===== src/rtl/fifo_pkg.sv =====
// fifo_pkg: shared Gray/binary conversions and burst state type for the async FIFO
package fifo_pkg;
  typedef enum logic [1:0] {IDLE, WAIT_SPACE, ACTIVE} burst_state_t;
  // Both functions work on zero-extended 32-bit values; callers truncate to pointer width.
  function automatic logic [31:0] gray2bin(input logic [31:0] g);
    logic [31:0] b;
    b[31] = g[31];
    for (int i = 30; i >= 0; i--) b[i] = b[i+1] ^ g[i];
    return b;
  endfunction
  function automatic logic [31:0] bin2gray(input logic [31:0] b);
    return b ^ (b >> 1);
  endfunction
endpackage


===== src/rtl/sync_nff.sv =====
// sync_nff: plain multi-flop CDC synchronizer, async active-low reset
// ports: clk destination clock, rst_n async reset, d async input, q last-stage output
module sync_nff #(
  parameter int WIDTH  = 1,
  parameter int STAGES = 2
) (
  input  logic             clk,
  input  logic             rst_n,
  input  logic [WIDTH-1:0] d,
  output logic [WIDTH-1:0] q
);
  logic [WIDTH-1:0] chain [STAGES];
  always_ff @(posedge clk or negedge rst_n)
    if (!rst_n) for (int i = 0; i < STAGES; i++) chain[i] <= '0;
    else begin
      chain[0] <= d;
      for (int i = 1; i < STAGES; i++) chain[i] <= chain[i-1];
    end
  assign q = chain[STAGES-1];
endmodule


===== src/rtl/wfifo_wlevel.sv =====
// wfifo_wlevel: write-domain fill level, almost-full, overflow tracking and burst admission
// ports: wclk/wrst_n clock and async reset; rptr_gray in, rptr_gray_sync out (synced read pointer);
//        wptr/wfull/winc from the full-flag stage and producer; wlevel/wspace/walmost_full status;
//        wovf_sticky/wovf_cnt/wovf_clr overflow tracking; burst_req/burst_len/burst_gnt/
//        burst_busy/burst_done/burst_err burst admission handshake
module wfifo_wlevel import fifo_pkg::*; #(
  parameter int ADDR_WIDTH  = 4,
  parameter int SYNC_STAGES = 2,
  parameter int AF_SET      = 12,
  parameter int AF_CLR      = 8,
  parameter int OVF_CNT_W   = 8
) (
  input  logic                  wclk,
  input  logic                  wrst_n,
  input  logic [ADDR_WIDTH:0]   rptr_gray,
  output logic [ADDR_WIDTH:0]   rptr_gray_sync,
  input  logic [ADDR_WIDTH:0]   wptr,
  input  logic                  wfull,
  input  logic                  winc,
  output logic [ADDR_WIDTH:0]   wlevel,
  output logic [ADDR_WIDTH:0]   wspace,
  output logic                  walmost_full,
  output logic                  wovf_sticky,
  output logic [OVF_CNT_W-1:0]  wovf_cnt,
  input  logic                  wovf_clr,
  input  logic                  burst_req,
  input  logic [ADDR_WIDTH:0]   burst_len,
  output logic                  burst_gnt,
  output logic                  burst_busy,
  output logic                  burst_done,
  output logic                  burst_err
);
  localparam int PW = ADDR_WIDTH + 1;
  localparam logic [PW-1:0] DEPTH_P  = PW'(2 ** ADDR_WIDTH);
  localparam logic [PW-1:0] AF_SET_P = PW'(AF_SET);
  localparam logic [PW-1:0] AF_CLR_P = PW'(AF_CLR);
  burst_state_t state;
  logic [PW-1:0] rem, rbin, lvl_next;
  logic ovf_ev, acc;
  sync_nff #(.WIDTH(PW), .STAGES(SYNC_STAGES)) u_rptr_sync (
    .clk(wclk), .rst_n(wrst_n), .d(rptr_gray), .q(rptr_gray_sync)
  );
  assign rbin = PW'(gray2bin(32'(rptr_gray_sync)));
  // Modular difference stays correct across pointer wrap; the lagging read side only overstates occupancy.
  assign lvl_next = wptr - rbin;
  assign ovf_ev = winc & wfull;
  assign acc = winc & ~wfull;
  always_ff @(posedge wclk or negedge wrst_n)
    if (!wrst_n) begin
      wlevel <= '0;
      wspace <= DEPTH_P;
      walmost_full <= 1'b0;
      wovf_sticky <= 1'b0;
      wovf_cnt <= '0;
    end else begin
      wlevel <= lvl_next;
      wspace <= DEPTH_P - lvl_next;
      walmost_full <= lvl_next >= AF_SET_P ? 1'b1 : lvl_next <= AF_CLR_P ? 1'b0 : walmost_full;
      wovf_sticky <= ovf_ev | (wovf_sticky & ~wovf_clr);
      // A clear coinciding with an event restarts the count at that event.
      wovf_cnt <= wovf_clr ? OVF_CNT_W'(ovf_ev) : (ovf_ev & ~&wovf_cnt) ? wovf_cnt + OVF_CNT_W'(1) : wovf_cnt;
    end
  always_ff @(posedge wclk or negedge wrst_n)
    if (!wrst_n) begin
      state <= IDLE;
      rem <= '0;
      burst_gnt <= 1'b0;
      burst_busy <= 1'b0;
      burst_done <= 1'b0;
      burst_err <= 1'b0;
    end else begin
      burst_gnt <= 1'b0;
      burst_done <= 1'b0;
      burst_err <= 1'b0;
      // busy trails the ACTIVE state by one cycle: rises after the grant, falls after done.
      burst_busy <= state == ACTIVE;
      case (state)
        IDLE: if (burst_req) begin
          rem <= burst_len;
          if (burst_len == '0 || burst_len > DEPTH_P) burst_err <= 1'b1;
          else state <= WAIT_SPACE;
        end
        WAIT_SPACE: if (wspace >= rem) begin
          burst_gnt <= 1'b1;
          state <= ACTIVE;
        end
        ACTIVE: if (acc) begin
          rem <= rem - PW'(1);
          if (rem == PW'(1)) begin
            burst_done <= 1'b1;
            state <= IDLE;
          end
        end
        default: state <= IDLE;
      endcase
    end
endmodule


===== config.mk =====
export PLATFORM = sky130hd
export DESIGN_NAME = wfifo_wlevel
export DESIGN_NICKNAME = d
export VERILOG_FILES = /design/src/rtl/fifo_pkg.sv /design/src/rtl/sync_nff.sv /design/src/rtl/wfifo_wlevel.sv
export SDC_FILE = /design/constraint.sdc
export NUM_CORES = 1
export LEC_CHECK = 0
export ABC_AREA = 1
export CAP_MARGIN = 20
export CORE_ASPECT_RATIO = 1.25
export CORE_MARGIN = 5
export CORE_UTILIZATION = 53
export CTS_CLUSTER_SIZE = 40
export DETAILED_ROUTE_END_ITERATION = 16
export MAX_ROUTING_LAYER = met4
export PLACE_DENSITY = 0.94
export SYNTH_ARGS = -nofsm -noshare
export SYNTH_HDL_FRONTEND = slang
export SYNTH_HIERARCHICAL = 1
export SYNTH_SLANG_ARGS = --single-unit

===== constraint.sdc =====
create_clock -name wclk -period 3.64 [get_ports wclk]
set_input_delay 0.364 -clock wclk [delete_from_list [all_inputs] [get_ports wclk]]
set_output_delay 0.364 -clock wclk [all_outputs]
set_load 0.01 [all_outputs]

* Word level (Yosys, flattened, before mapping)
Cells that the tools add are included.
** Word-level totals
- Register bits after elaboration :: 41
- Word-level logic and storage cells :: 71
** Operators by class
- Add/sub/neg operators :: 4
- Magnitude comparators :: 4
- Equal/unequal tests :: 8
- Muxes and demuxes :: 21
- Bitwise operators :: 11
- Reductions and logical operators :: 10
** Operator list (number)
- $mux 8 :: 2
- $mux 1 :: 10
- $mux 2 :: 5
- $mux 5 :: 2
- $pmux 5 s2 :: 1
- $add 8x1->8 const B :: 1
- $ne 2x2->1 const B :: 4
- $reduce_and 8->1 :: 1
- $pmux 2 s3 :: 1
- $reduce_bool 2->1 :: 3
- $eq 5x1->1 const B :: 1
- $ge 5x4->1 const B :: 1
- $ge 5x5->1 :: 1
- $gt 5x5->1 const B :: 1
- $le 5x4->1 const B :: 1
- $logic_not 5->1 :: 1
- $reduce_and 5->1 :: 1
- $sub 5x1->5 const B :: 1
- $sub 5x5->5 :: 1
- $sub 5x5->5 const A :: 1
- $and 1x1->1 :: 4
- $xor 1x1->1 :: 4
- $reduce_and 3->1 :: 1
- $eq 2x1->1 const B :: 1
- other kinds (7) :: 8

* Depth between registers and ports, before layout
Gate-level depths: netlist of run 1.
- Depth after elaboration :: 8
- Gate-level depth with buffers :: 21
- Mapped depth without buffers :: 20

* Hierarchy
The synthesis of run 1 kept the hierarchy.
** Modules (own cells, without submodules)
- wfifo_wlevel :: times used 1, cells each 236, area each 1840.5 µm², seq. area each 752.0 µm²
- sync_nff :: times used 1, cells each 15, area each 287.8 µm², seq. area each 250.2 µm²

* Worst setup path before layout of run 1
No wires, ideal clock.
- Kind :: reg2reg
- From :: register u_rptr_sync.chain, in the netlist u_rptr_sync/q[4]
- To :: register wspace[4]
- Setup time :: 0.076 ns
- Data arrival time :: 2.237 ns
- Data required time :: 3.564 ns
- Slack :: 1.327 ns
- Cell stages (with the launch flop) :: 21
- Path through :: dfrtp_1 buf_4 inv_1 nand2_1 nand2_1 nand2_1 nand2_1 nand2_1 nand2_1 nand2_1 nand2_1 ha_1 inv_1 fa_1 inv_1 ha_1 inv_1 nor2_1 nand2_1 nand2_1 nand2_1
** On the way
- Cells in the longest elaborated chain, start to end :: 6
** Ends and longest elaborated chain
- from (decl) :: RTL line sync_nff.sv:12 : logic [WIDTH-1:0] chain [STAGES];
- $xor 1x1->1 (*) (3 in series) :: RTL line fifo_pkg.sv:8 : for (int i = 30; i >= 0; i--) b[i] = b[i+1] ^ g[i];
- $xor 1x1->1 :: RTL line fifo_pkg.sv:8
- $sub 5x5->5 (*) :: RTL line wfifo_wlevel.sv:45 : assign lvl_next = wptr - rbin;
- named net lvl_next[1] :: RTL line wfifo_wlevel.sv:38 : logic [PW-1:0] rem, rbin, lvl_next;
- $sub 5x5->5 (*) :: RTL line wfifo_wlevel.sv:57 : wspace <= DEPTH_P - lvl_next;
- to (signal assigned) :: RTL line wfifo_wlevel.sv:57
- to (decl) :: RTL line wfifo_wlevel.sv:21 : output logic [ADDR_WIDTH:0] wspace,
The timed path passes the listed nets; every way through them passes the cells marked *.
A chain may end at the register's enable or synchronous reset.

* Worst setup path in the final report of run 1
Same ends and word-level chain as after synthesis.

==> metrics, run 1 <==
Gate power share 38.2%; sequential share of the synthesized area 47.09%; worst slew margin relative to its limit 43.44%; Synth warnings 6; CTS tree yes; maximum number of pins on one net before global-route repair 41; share of post-route cells with drive strength above 1 8.609%; total net switching power 517.3 uW; Cell Area, Synth 2128 um^2; r2r setup slk 1170 ps; H-tree level count 2; Compound-Gate Fraction of Synth Area 5.115%; IR drop worst, VDD 0.3210 mV; kind of start point of the critical path register; number of setup violations in the final report 0; die outline height 80.85 um; Pre-Repair DR Iteration Count 4; worst flop-to-flop path startpoint u_rptr_sync/q[4]; post-synthesis simple-gate area fraction 25.75%; Final Critical Period 2471 ps; drt wl/cell 11.88 um; Sum Neg Setup Slack 0 ps; share of cell area taken by muxes after synthesis 0%; share of total power in the clock network 20.9%; P_int 936.6 uW; Setup crit start u_rptr_sync/q[4]; setup repair after global routing missed its margin false; register clock-pin slew on the reported worst setup and hold paths 80 ps; antenna diode count 0; FF+latch count, synth 40; via density per instance 5.034; width of the die 66.68 um; total nets after synthesis 286; post-synthesis cell count 251; final wirelength 4.231 mm; run status finished, final reports clean; via count of the first global-routing pass 1751; clock tree root driver cell sky130_fd_sc_hd__clkbuf_8; count of cell types in the netlist 26; number of vias in the routed layout 1792; deepest clock path buffer count 2; crit end category register; Critical Path AT 2690 ps; fraction of synthesized cell area in xor and xnor cells 3.704%; number of antenna violations at the first check in global routing 0; Starting DRT DRC Count 75; number of pins with negative max-slew slack in the final report 0; total leakage power 0.001419 uW; commonest cells after routing, fill and taps aside sky130_fd_sc_hd__nand2_1, sky130_fd_sc_hd__clkdlybuf4s50_1, sky130_fd_sc_hd__dfrtp_1; cell area power density 532.5 nW/um^2; total global-route track usage 18.26%; class of the most critical hold timing path in -> async; global placement routability congestion 0.9127; endpoint of the lowest-slack register-to-register path wspace[4]; starting utilization of the core area 55.32%; total I/O pin count 50; final core occ 70.96%; multi-input combinational cell area 918.4 um^2; number of filler cells placed in the layout 312; transition time at the pin with the least slew margin 848.4 ps; total area of sequential cells 1002 um^2; final critical-path share of the clock period 67.89%; number of placed instances, taps included 348; required time of the worst setup path 3860 ps; post-CTS setup repair buffer count 0; setup slack of the critical path after layout 1169 ps; setup slack at placement 1164 ps; Clock Skew 7.288 ps; leading cell type in the layout, fill and taps excluded sky130_fd_sc_hd__nand2_1; fin cells 356; Port Buf Inserts 49; HPWL after detailed placement 3.295 mm; grt ovf 0; crit path capture wspace[4]; remaining antenna violation count after routing 0; final hold violation count 0; CTS Sinks 40; count of nets after finishing 336; highest net fanout along the worst path 4; highest attainable clock frequency 404.7 MHz; cells on worst reg2reg path 19; placeable core region 3847 um^2; critical path class reg -> reg; Area growth syn-to-layout 28.28%; source-to-sink clock delay at the later pin of the worst-skew pair 290 ps; area share of fa/ha/maj cells after synthesis 8.583%; Avg Synthesized Cell Area 8.479 um^2; maximum capacitance violations 0; sequential share of power 40.9%; number of buffers inserted for hold repair after clock tree synthesis 0; global-route wire length before repair 7.307 mm; Cell Rows 25; dominant combinational cell family by area after synthesis simple AND/OR/NAND/NOR gates; Die Footprint 5391 um^2; total clock buffers created by CTS 5; number of DRC violations after detailed routing 0; share of total power consumed by net switching 35.58%; Post-CTS Resized 0
## flip-flops by register name, indices dropped and copies added (netlist names), 2 cells and up
register,flops
wspace,5
wlevel,4
rem,5
wovf_cnt,8
u_rptr_sync/q,5
u_rptr_sync/chain,5
state,2
## worst min path at each step
stage,startpoint,to,slack [ps],cells past startpoint
CTS,wrst_n,wovf_cnt[2],220,1
floorplan,wrst_n,burst_busy,70,0
global placement,u_rptr_sync/chain[5],u_rptr_sync/q[0],330,0
finish,wrst_n,burst_done,180,1
global route,wrst_n,burst_done,270,1
detailed placement,u_rptr_sync/chain[9],u_rptr_sync/q[4],340,0
## power by group through the flow
stage	Sequential [uW]	Combinational, uW	Clock, uW
after floorplan	609	338	0
after global placement	596	527	0
after detailed placement	604	557	0
after CTS	595	562	311
after global routing	606	633	340
final	595	556	303
## through the flow
stage / total power [uW] / hold slack [ps] / instance area (um^2)
6_report: 1454 / 176.1 / 2730
3_5_place_dp: 1161 / 337.2 / 2636
2_1_floorplan: 947.0 / 68.41 / 2128
3_3_place_gp: 1123 / 332.8 / 2636
5_1_grt: 1579 / 269.1 / 2730
4_1_cts: 1468 / 216.9 / 2730
## cells by family after synthesis
family,count (synthesis)
AO/OA/AOI/OAI,17
buffers and inverters,48
XOR/XNOR,9
AND/OR/NAND/NOR,123
adder cells (fa/ha/maj),14
flip-flops,40
## area by class of cell
cell class	instances	area share, %
flip-flops and latches	40	36.71
multi-input cells	163	33.64
repair buffers	49	17.78
inverters	42	5.958
clock buffers	7	3.162
well taps	54	2.475
clock inverters	1	0.2750
## critical path, stage by stage, from the launching register on
cell                      delay [ps]
sky130_fd_sc_hd__dfrtp_1         410
sky130_fd_sc_hd__inv_1            60
sky130_fd_sc_hd__nand2_1          70
sky130_fd_sc_hd__nand2_1          70
sky130_fd_sc_hd__nand2_1          80
sky130_fd_sc_hd__nand2_1          70
sky130_fd_sc_hd__nand2_1          70
sky130_fd_sc_hd__nand2_1         100
sky130_fd_sc_hd__nand2_1          70
sky130_fd_sc_hd__nand2_1          50
sky130_fd_sc_hd__ha_1            170
sky130_fd_sc_hd__inv_1            80
sky130_fd_sc_hd__fa_1            450
sky130_fd_sc_hd__inv_1            80
sky130_fd_sc_hd__ha_1            160
sky130_fd_sc_hd__inv_1            50
sky130_fd_sc_hd__nor2_1          180
sky130_fd_sc_hd__nand2_1          80
sky130_fd_sc_hd__nand2_1          60
sky130_fd_sc_hd__nand2_1          50
## Yosys cell counts, drive strengths merged
library cell / n / area, um^2
nand2: 78 / 320.3
inv: 41 / 153.9
dfrtp: 39 / 975.9
nand3: 20 / 110.1
nor2: 18 / 72.57
ha: 13 / 162.7
o21ai: 9 / 56.31
xor2: 7 / 61.31
buf: 6 / 45.04
nand4: 6 / 37.54
a21oi: 3 / 15.01
o211ai: 3 / 22.52
xnor2: 2 / 17.52
clkinv: 1 / 8.760
dfstp: 1 / 26.28
fa: 1 / 20.02
nand3b: 1 / 7.510
o21a: 1 / 7.510
o21bai: 1 / 7.510
## per-layer routing
layer | routed length (um) | track usage, % | up-vias
li1 | - | - | 883
met4 | 88 | 7.724 | 0
met2 | 2242 | 31.45 | 50
met1 | 1626 | 19.86 | 849
met5 | 0 | - | -
met3 | 275 | 4.564 | 10
Note: power is estimated with default switching activity, not from simulation.
==> inputs of run 2 (changes only) <==
--- a/config.mk
+++ b/config.mk
@@ -9,11 +9,11 @@
 export CAP_MARGIN = 20
 export CORE_ASPECT_RATIO = 1.25
 export CORE_MARGIN = 5
-export CORE_UTILIZATION = 53
+export CORE_UTILIZATION = 50
 export CTS_CLUSTER_SIZE = 40
 export DETAILED_ROUTE_END_ITERATION = 16
 export MAX_ROUTING_LAYER = met4
-export PLACE_DENSITY = 0.94
+export PLACE_DENSITY = 0.9
 export SYNTH_ARGS = -nofsm -noshare
 export SYNTH_HDL_FRONTEND = slang
 export SYNTH_HIERARCHICAL = 1
==> constraint.sdc (replaced) <==
create_clock -name wclk -period 2.6 [get_ports wclk]
set_input_delay 0.26 -clock wclk [delete_from_list [all_inputs] [get_ports wclk]]
set_output_delay 0.26 -clock wclk [all_outputs]
set_load 0.01 [all_outputs]
==> run 2 against run 1 <==
Net effect:
- register-to-register slack got worse by 900 ps
- sequential power rose by 40%
- global-route usage fell by 0.14 points
- clock-buffer cell count did not move
- critical path type unchanged
- largest power group unchanged
- highest routed layer unchanged
==> metrics, run 2 (same netlist as run 1, synthesis figures left out) <==
run status finished, final reports clean; transition time at the pin with the least slew margin 862.2 ps; Starting DRT DRC Count 102; deepest clock path buffer count 2; antenna diode count 0; global-route wire length before repair 7.824 mm; Area growth syn-to-layout 30.86%; CP most frequent cell sky130_fd_sc_hd__nand2_1; Cell Rows 26; cell area power density 781.0 nW/um^2; final critical-path share of the clock period 89.73%; grt ovf 0; remaining antenna violation count after routing 0; number of filler cells placed in the layout 349; final hold violation count 0; Clock Skew 8.582 ps; number of antenna violations at the first check in global routing 0; via density per instance 4.836; worst slew margin relative to its limit 42.52%; placeable core region 4099 um^2; H-tree level count 2; Pre-Repair DR Iteration Count 4; final wirelength 4.324 mm; total I/O pin count 50; Final Critical Period 2333 ps; number of vias in the routed layout 1736; longest individual stage delay on the worst path 520 ps; leading cell type in the layout, fill and taps excluded sky130_fd_sc_hd__nand2_1; clock tree root driver cell sky130_fd_sc_hd__clkbuf_8; starting utilization of the core area 51.92%; number of pins with negative max-slew slack in the final report 0; required time of the worst setup path 2840 ps; drt wl/cell 12.04 um; total buffers and inverters traversed by the critical path 4; CTS Sinks 40; die outline height 82.95 um; crit end category register; Port Buf Inserts 49; total leakage power 0.001443 uW; count of nets after finishing 337; CTS tree yes; Sum Neg Setup Slack 0 ps; register clock-pin slew on the reported worst setup and hold paths 80 ps; critical path class reg -> reg; maximum number of pins on one net before global-route repair 41; total global-route track usage 18.11%; cell family contributing the most delay on the critical path adder cells; total design power 2175 uW; top register by number of flip-flops wovf_cnt; flip-flop count of the largest register after layout 8; commonest cells after routing, fill and taps aside sky130_fd_sc_hd__nand2_1, sky130_fd_sc_hd__clkdlybuf4s50_1, sky130_fd_sc_hd__dfrtp_1; final core occ 67.95%; total clock buffers created by CTS 5; maximum capacitance violations 0; via count of the first global-routing pass 1803; width of the die 68.36 um; kind of start point of the critical path register; global placement routability congestion 0.8672; source-to-sink clock delay at the later pin of the worst-skew pair 290 ps; share of post-route cells with drive strength above 1 10.56%; highest attainable clock frequency 428.6 MHz; cells along the critical path inv_1 > nand2_1 > nand2_2 > nand2_1 > nand2_1 > nand2_1 > nand2_2 > nand2_1 > nand2_1 > ha_1 > inv_2 > fa_1 > inv_1 > ha_1 > inv_1 > nor2_4 > nand2_1 > nand2_1 > nand2_1; Critical Path AT 2570 ps; class of the most critical hold timing path in -> async; number of setup violations in the final report 0; setup repair after global routing missed its margin false; Die Footprint 5670 um^2; HPWL after detailed placement 3.351 mm; slowest stage cell on the critical path sky130_fd_sc_hd__fa_1; placed cell area 2639 um^2; highest net fanout along the worst path 4; number of DRC violations after detailed routing 0; number of buffers inserted for hold repair after clock tree synthesis 0; IR drop worst, VDD 0.4811 mV; final std cell area, no fill 2785 um^2
-- run 2: layout make-up --
cell class                 count  area (um^2)  area share, %
multi-input combinational    163        930.9          33.42
sequential                    40         1002          35.98
clock buffer                   7        96.34          3.459
clock inverter                 1        30.03          1.078
inverter                      42        162.7          5.840
timing repair buffer          50        493.0          17.70
tap                           56        70.07          2.516
-- run 2: path summary, 6_finish.rpt --
| kind | cells after the start | slack, ps | end | from |
|---|---|---|---|---|
| worst min-delay path | 1 | 80 | wspace[2] | wrst_n |
| min in group wclk | 0 | 350 | u_rptr_sync/q[4] | u_rptr_sync/chain[9] |
| worst min register to register | 0 | 350 | u_rptr_sync/q[4] | u_rptr_sync/chain[9] |
| worst max register to register | 19 | 270 | wspace[4] | u_rptr_sync/q[4] |
| worst max-delay path | 19 | 270 | wspace[4] | u_rptr_sync/q[4] |
| max in group asynchronous | 1 | 1970 | u_rptr_sync/q[1] | wrst_n |
-- run 2: timing repair --
item                                    4_1_cts  5_1_grt
resized for setup                             0        5
endpoints found under the setup margin        0        2
setup buffers                                 0        1
-- run 2: layer usage --
metal	wire length, um	up-vias	GRT usage, %
met4	57	0	4.882
met3	234	9	5.405
met5	0	-	-
li1	-	882	-
met1	1789	801	20.78
met2	2243	44	30.09
-- run 2: through the flow --
step           setup WS, ps  instances  hold slack (ps)
6_report              266.9        359            75.01
5_1_grt               15.42        359            146.8
4_1_cts               137.6        358            109.1
3_5_place_dp          136.4        350            338.1
3_3_place_gp          306.3        350            333.3
2_1_floorplan         287.2        251           -35.59
-- run 2: power breakdown --
group | switching, uW | leakage (uW) | internal (uW) | total, uW
Sequential | 88.8 | 0.000493 | 746 | 835
Clock | 212 | 0.0000645 | 339 | 551
Combinational | 434 | 0.000886 | 355 | 790
==> inputs of run 3 (changes only) <==
--- a/config.mk
+++ b/config.mk
@@ -9,11 +9,11 @@
 export CAP_MARGIN = 20
 export CORE_ASPECT_RATIO = 1.25
 export CORE_MARGIN = 5
-export CORE_UTILIZATION = 50
+export CORE_UTILIZATION = 45
 export CTS_CLUSTER_SIZE = 40
 export DETAILED_ROUTE_END_ITERATION = 16
 export MAX_ROUTING_LAYER = met4
-export PLACE_DENSITY = 0.9
+export PLACE_DENSITY = 0.86
 export SYNTH_ARGS = -nofsm -noshare
 export SYNTH_HDL_FRONTEND = slang
 export SYNTH_HIERARCHICAL = 1
==> constraint.sdc (replaced) <==
create_clock -name wclk -period 2 [get_ports wclk]
set_input_delay 0.2 -clock wclk [delete_from_list [all_inputs] [get_ports wclk]]
set_output_delay 0.2 -clock wclk [all_outputs]
set_load 0.01 [all_outputs]
==> run 3 against run 2 <==
Net effect:
- routed wire length increased by 6.9%
- largest cell class is now multi-input combinational cells
- clock skew is 5.6 ps lower
- the flow now finishes with violations (setup timing)
- critical endpoint unchanged
- clock-buffer cell count fell by 1
==> metrics, run 3 (same netlist as run 1, synthesis figures left out) <==
highest attainable clock frequency 449.4 MHz; longest individual stage delay on the worst path 550 ps; clock tree root driver cell sky130_fd_sc_hd__clkbuf_8; IR drop worst, VDD 0.4911 mV; cells along the critical path inv_2 > nand2_2 > nand2_2 > nand2_2 > nand2_2 > nand2_2 > nand2_2 > nand2_2 > nand2_2 > ha_4 > inv_4 > fa_2 > inv_2 > ha_4 > inv_2 > nor2_4 > nand2_1 > nand2_1 > nand2_1; number of pins with negative max-slew slack in the final report 0; Final Critical Period 2225 ps; via density per instance 4.866; startpoint of the worst hold path rptr_gray[0]; global-route wire length before repair 7.438 mm; GR met3 Demand/Resource 4.157%; CP most frequent cell sky130_fd_sc_hd__nand2_2; register clock-pin slew on the reported worst setup and hold paths 70 ps; CTS tree yes; worst flop-to-flop path startpoint u_rptr_sync/q[4]; commonest cells after routing, fill and taps aside sky130_fd_sc_hd__nand2_1, sky130_fd_sc_hd__clkdlybuf4s50_1, sky130_fd_sc_hd__dfrtp_1; setup repair after global routing missed its margin true; grt ovf 0; class of the most critical hold timing path in -> reg; starting utilization of the core area 45.68%; number of gates on the worst path with buffers counted 19; met2 usage 28.01%; total leakage power 0.001539 uW; highest net fanout along the worst path 3; critical path class reg -> reg; total I/O pin count 50; top register by number of flip-flops wovf_cnt; cell family contributing the most delay on the critical path adder cells; source-to-sink clock delay at the later pin of the worst-skew pair 290 ps; cells on worst reg2reg path 19; Setup crit start u_rptr_sync/q[4]; setup slack at placement -280.8 ps; slowest stage cell on the critical path sky130_fd_sc_hd__fa_2; total clock buffers created by CTS 5; count of nets after finishing 354; total area of sequential cells 1002 um^2; Cell Rows 28; Area growth syn-to-layout 43.33%; width of the die 71.51 um; leading cell type in the layout, fill and taps excluded sky130_fd_sc_hd__nand2_1; violated checks setup timing; busiest layer in global routing met2; antenna diode count 0; CTS Sinks 40; maximum capacitance violations 0; deepest clock path buffer count 2; number of vias in the routed layout 1849; number of antenna violations at the first check in global routing 0; kind of start point of the critical path register; remaining antenna violation count after routing 0; run status finished with violations; final hold violation count 0; Die Footprint 6214 um^2; placeable core region 4659 um^2; multi-input combinational cell area 1067 um^2; flip-flop count of the largest register after layout 8; total global-route track usage 15.63%; number of setup violations in the final report 7; maximum number of pins on one net before global-route repair 41; H-tree level count 2; WHS Path Cells 1; number of DRC violations after detailed routing 0; share of post-route cells with drive strength above 1 24.06%; die outline height 86.89 um; transition time at the pin with the least slew margin 493.0 ps; fin cells 380; total buffers and inverters traversed by the critical path 4; Critical Path AT 2460 ps; final wirelength 4.621 mm; cell area power density 944.1 nW/um^2; number of filler cells placed in the layout 367; required time of the worst setup path 2230 ps; final critical-path share of the clock period 111.2%; Clock Skew 3.029 ps; crit end category register; via count of the first global-routing pass 1796; met1 usage in global routing 15.89%; number of placed instances, taps included 362; Starting DRT DRC Count 90; HPWL after detailed placement 3.247 mm; Port Buf Inserts 49; global placement routability congestion 0.8607; setup slack of the critical path after layout -225.0 ps; drt wl/cell 12.16 um; worst slew margin relative to its limit 67.13%; Pre-Repair DR Iteration Count 4
## run 3: changes by cell type in the layout (fill, tap and decap cells not counted), sizes merged
cell / change
buf: +16
clkbuf: -1
clkinv: +1
dlygate4sd3: +1
## run 3: timing repair
action	4_1_cts	5_1_grt
endpoints found under the setup margin	7	8
gates resized for setup	16	21
pin swaps	14	13
hold endpoints to repair	39	0
hold buffers	1	0
buffers inserted	5	6
## run 3: layer usage
metal / part of all wire [%] / up-vias
met5: 0 / -
met4: 2.4 / 0
li1: - / 921
met1: 38 / 870
met3: 5.1 / 12
met2: 54 / 46
## run 3: worst paths after layout
kind | end | slack (ps)
max in group asynchronous | wspace[4] | 1150
min | u_rptr_sync/chain[5] | 350
min reg2reg | u_rptr_sync/q[0] | 350
max reg2reg | wspace[4] | -220
max | wspace[4] | -220
min in group asynchronous | wlevel[4] | 500
## run 3: where the power goes
part	internal, uW	switching [uW]	total, uW
logic	548	613	1160
registers	970	110	1080
clock network	370	270	640
## run 3: cell type report
class	count	share of cell area, %
Clock buffer	6	2.379
Clock inverter	2	1.148
Inverter	42	5.496
Multi-Input combinational cell	163	34.99
Sequential cell	40	32.85
Tap cell	60	2.461
Timing Repair Buffer	67	20.67
## run 3: worst reg2reg max path: stages (launching register included)
cell and delay, ps:
sky130_fd_sc_hd__dfrtp_1 410, sky130_fd_sc_hd__inv_2 60, sky130_fd_sc_hd__nand2_2 60, sky130_fd_sc_hd__nand2_2 70, sky130_fd_sc_hd__nand2_2 60, sky130_fd_sc_hd__nand2_2 70
sky130_fd_sc_hd__nand2_2 60, sky130_fd_sc_hd__nand2_2 70, sky130_fd_sc_hd__nand2_2 50, sky130_fd_sc_hd__nand2_2 80, sky130_fd_sc_hd__ha_4 130, sky130_fd_sc_hd__inv_4 30
sky130_fd_sc_hd__fa_2 550, sky130_fd_sc_hd__inv_2 50, sky130_fd_sc_hd__ha_4 150, sky130_fd_sc_hd__inv_2 60, sky130_fd_sc_hd__nor2_4 40, sky130_fd_sc_hd__nand2_1 60
sky130_fd_sc_hd__nand2_1 50, sky130_fd_sc_hd__nand2_1 50
## run 3: stage by stage
| step | utilization [%] | hold WS, ps | instance area, um^2 | setup TNS, ps | total power (uW) |
|---|---|---|---|---|---|
| 2_1_floorplan | - | -95.59 | 2156 | -664.5 | 1735 |
| 6_report | 65.47 | 350.7 | 3050 | -837.6 | 2880 |
| 5_1_grt | 65.47 | 339.3 | 3050 | -1685 | 3112 |
| 3_3_place_gp | 58.46 | 286.9 | 2724 | -424.4 | 2080 |
| 3_5_place_dp | 58.46 | 289.2 | 2724 | -920.5 | 2126 |
| 4_1_cts | 62.67 | 335.1 | 2920 | -1138 | 2820 |
==> edit, RTL diff (settings of run 3) <==
The output `wlevel` loses its register stage (`wlevel` becomes a continuous assignment).
--- a/src/rtl/wfifo_wlevel.sv
+++ b/src/rtl/wfifo_wlevel.sv
@@ -48,5 +48,4 @@
   always_ff @(posedge wclk or negedge wrst_n)
     if (!wrst_n) begin
-      wlevel <= '0;
       wspace <= DEPTH_P;
       walmost_full <= 1'b0;
@@ -54,5 +53,4 @@
       wovf_cnt <= '0;
     end else begin
-      wlevel <= lvl_next;
       wspace <= DEPTH_P - lvl_next;
       walmost_full <= lvl_next >= AF_SET_P ? 1'b1 : lvl_next <= AF_CLR_P ? 1'b0 : walmost_full;
@@ -61,4 +59,6 @@
       wovf_cnt <= wovf_clr ? OVF_CNT_W'(ovf_ev) : (ovf_ev & ~&wovf_cnt) ? wovf_cnt + OVF_CNT_W'(1) : wovf_cnt;
     end
+
+  assign wlevel = lvl_next;
   always_ff @(posedge wclk or negedge wrst_n)
     if (!wrst_n) begin
Formal check against the unedited RTL: not equivalent (Yosys sat finds a counterexample within 4 cycles, from zero or initial values and one cycle with wrst_n low).
==> edit against run 3 <==
The run still ends with negative setup slack left; area after synthesis is 4.9% lower; final area fell by 4.8%; via count shrank 0.87%; total power shrank 7.9%; utilization grew 0.66 points; critical path type is now flip-flop to primary output; worst setup slack got worse by 290 ps; routed wire length is 1.8% higher; sequential cell count fell by 4.
==> edit: results (changes against run 3) <==
outcome complete, but fails checks; violated checks negative setup slack; Peak supply drop 0.506 mV (+3.1%); synth top area cells dfrtp_1 43%, nand2_1 13%, ha_1 8.0%; Worst EP arrival 2320 ps (-140 ps); Final #Nets 356 (+0.56%); sequential fraction of the synthesis area 44.6% (-2.5 points); share of post-route cells with drive strength above 1 24.6% (+0.55 points); adder-cell share of the synthesized area 9.02% (+0.44 points); Min-Delay Path Class input pin to async pin; Post-Layout Cell Count 379 (-0.26%); Compound-Gate Fraction of Synth Area 5.56% (+0.45 points); FF-to-FF setup slack -380 ps (-160 ps); Cells after DPL 371 (+2.5%); DRT iter0 DRCs 154 (+71%); largest net degree at the start of global routing 37 (-9.8%); CP delay by family, top simple AND/OR/NAND/NOR gates; DP HPWL 3530 µm (+8.7%); final hold slack 6.66 ps (-344 ps); synth unique cells 25 (-3.8%); Critical Path Sink wlevel[4]; Power Combinational 0.00121 W (+4%); Final TNS setup -3010 ps (-2170 ps); CP max stage cell dfrtp_1; worst clock skew 3.55 ps (+0.518 ps); actual slew at the worst max-slew pin 786 ps (+293 ps); worst setup margin -517 ps (-292 ps); GPL Wtd Cong 0.851 (-1.2%); Setup Viol. Count Final 9 (+2); DR WL/cell 12.4 µm (+2.1%); Worst-Skew Late Latency 270 ps (-20 ps); synthesized area per cell 8.10 µm² (-4.5%); Lkg Pwr 1.50 nW (-2.5%); via count 1833 (-0.87%); sequential cell fraction of total power 36.8% (-0.7 points); syn_nets 285 (-0.35%); Placed Area 2730 µm² (about the same); Sink Count 36 (-10%); Synth top cells by count 69 x nand2_1, 42 x inv_1, 35 x dfrtp_1; global-route wire length before repair 7620 µm (+2.4%); post-synthesis xor/xnor area fraction 3.46% (-0.24 points); Place WS -644 ps (-363 ps); Internal Power 0.00166 W (-12%); Setup crit start u_rptr_sync/q[3]; worst-case reg-to-reg path depth 20 (+1); All-Layer GR Usage 16.1% (+0.49 points); endpoint class of the critical path primary output; final instance area 2900 µm² (-4.8%)
==> edit: cell count changes after synthesis, moves of 2 or more <==
cell	change
a21oi_1	+3
dfrtp_1	-4
inv_1	+7
inv_2	-5
nand2_1	-4
nand2_2	+2
nand3_1	+3
nor2_1	+3
o21ai_0	+2
==> edit: timing repair <==
| action | in CTS | in global routing |
|---|---|---|
| gates cloned | 0 | 0 |
| resized for setup | 26 | 20 |
| setup endpoints to repair | 10 | 10 |
| pin swaps | 13 | 6 |
| setup buffers | 2 | 0 |
==> edit: per-layer routing <==
layer / vias up / track usage, % / share of wire (%)
met1: 868 / 17.2 / 39
met5: - / - / 0
met3: 6 / 3.44 / 4.2
met2: 39 / 29.1 / 56
met4: 0 / 5.92 / 1.3
li1: 920 / - / -
==> edit: cell type report <==
cell class / count / share of cell area, %
multi-input combinational: 165 / 35.9
timing repair buffer: 69 / 21.8
tap: 58 / 2.50
sequential: 36 / 31.1
clock inverter: 1 / 0.172
inverter: 44 / 6.03
clock buffer: 6 / 2.50
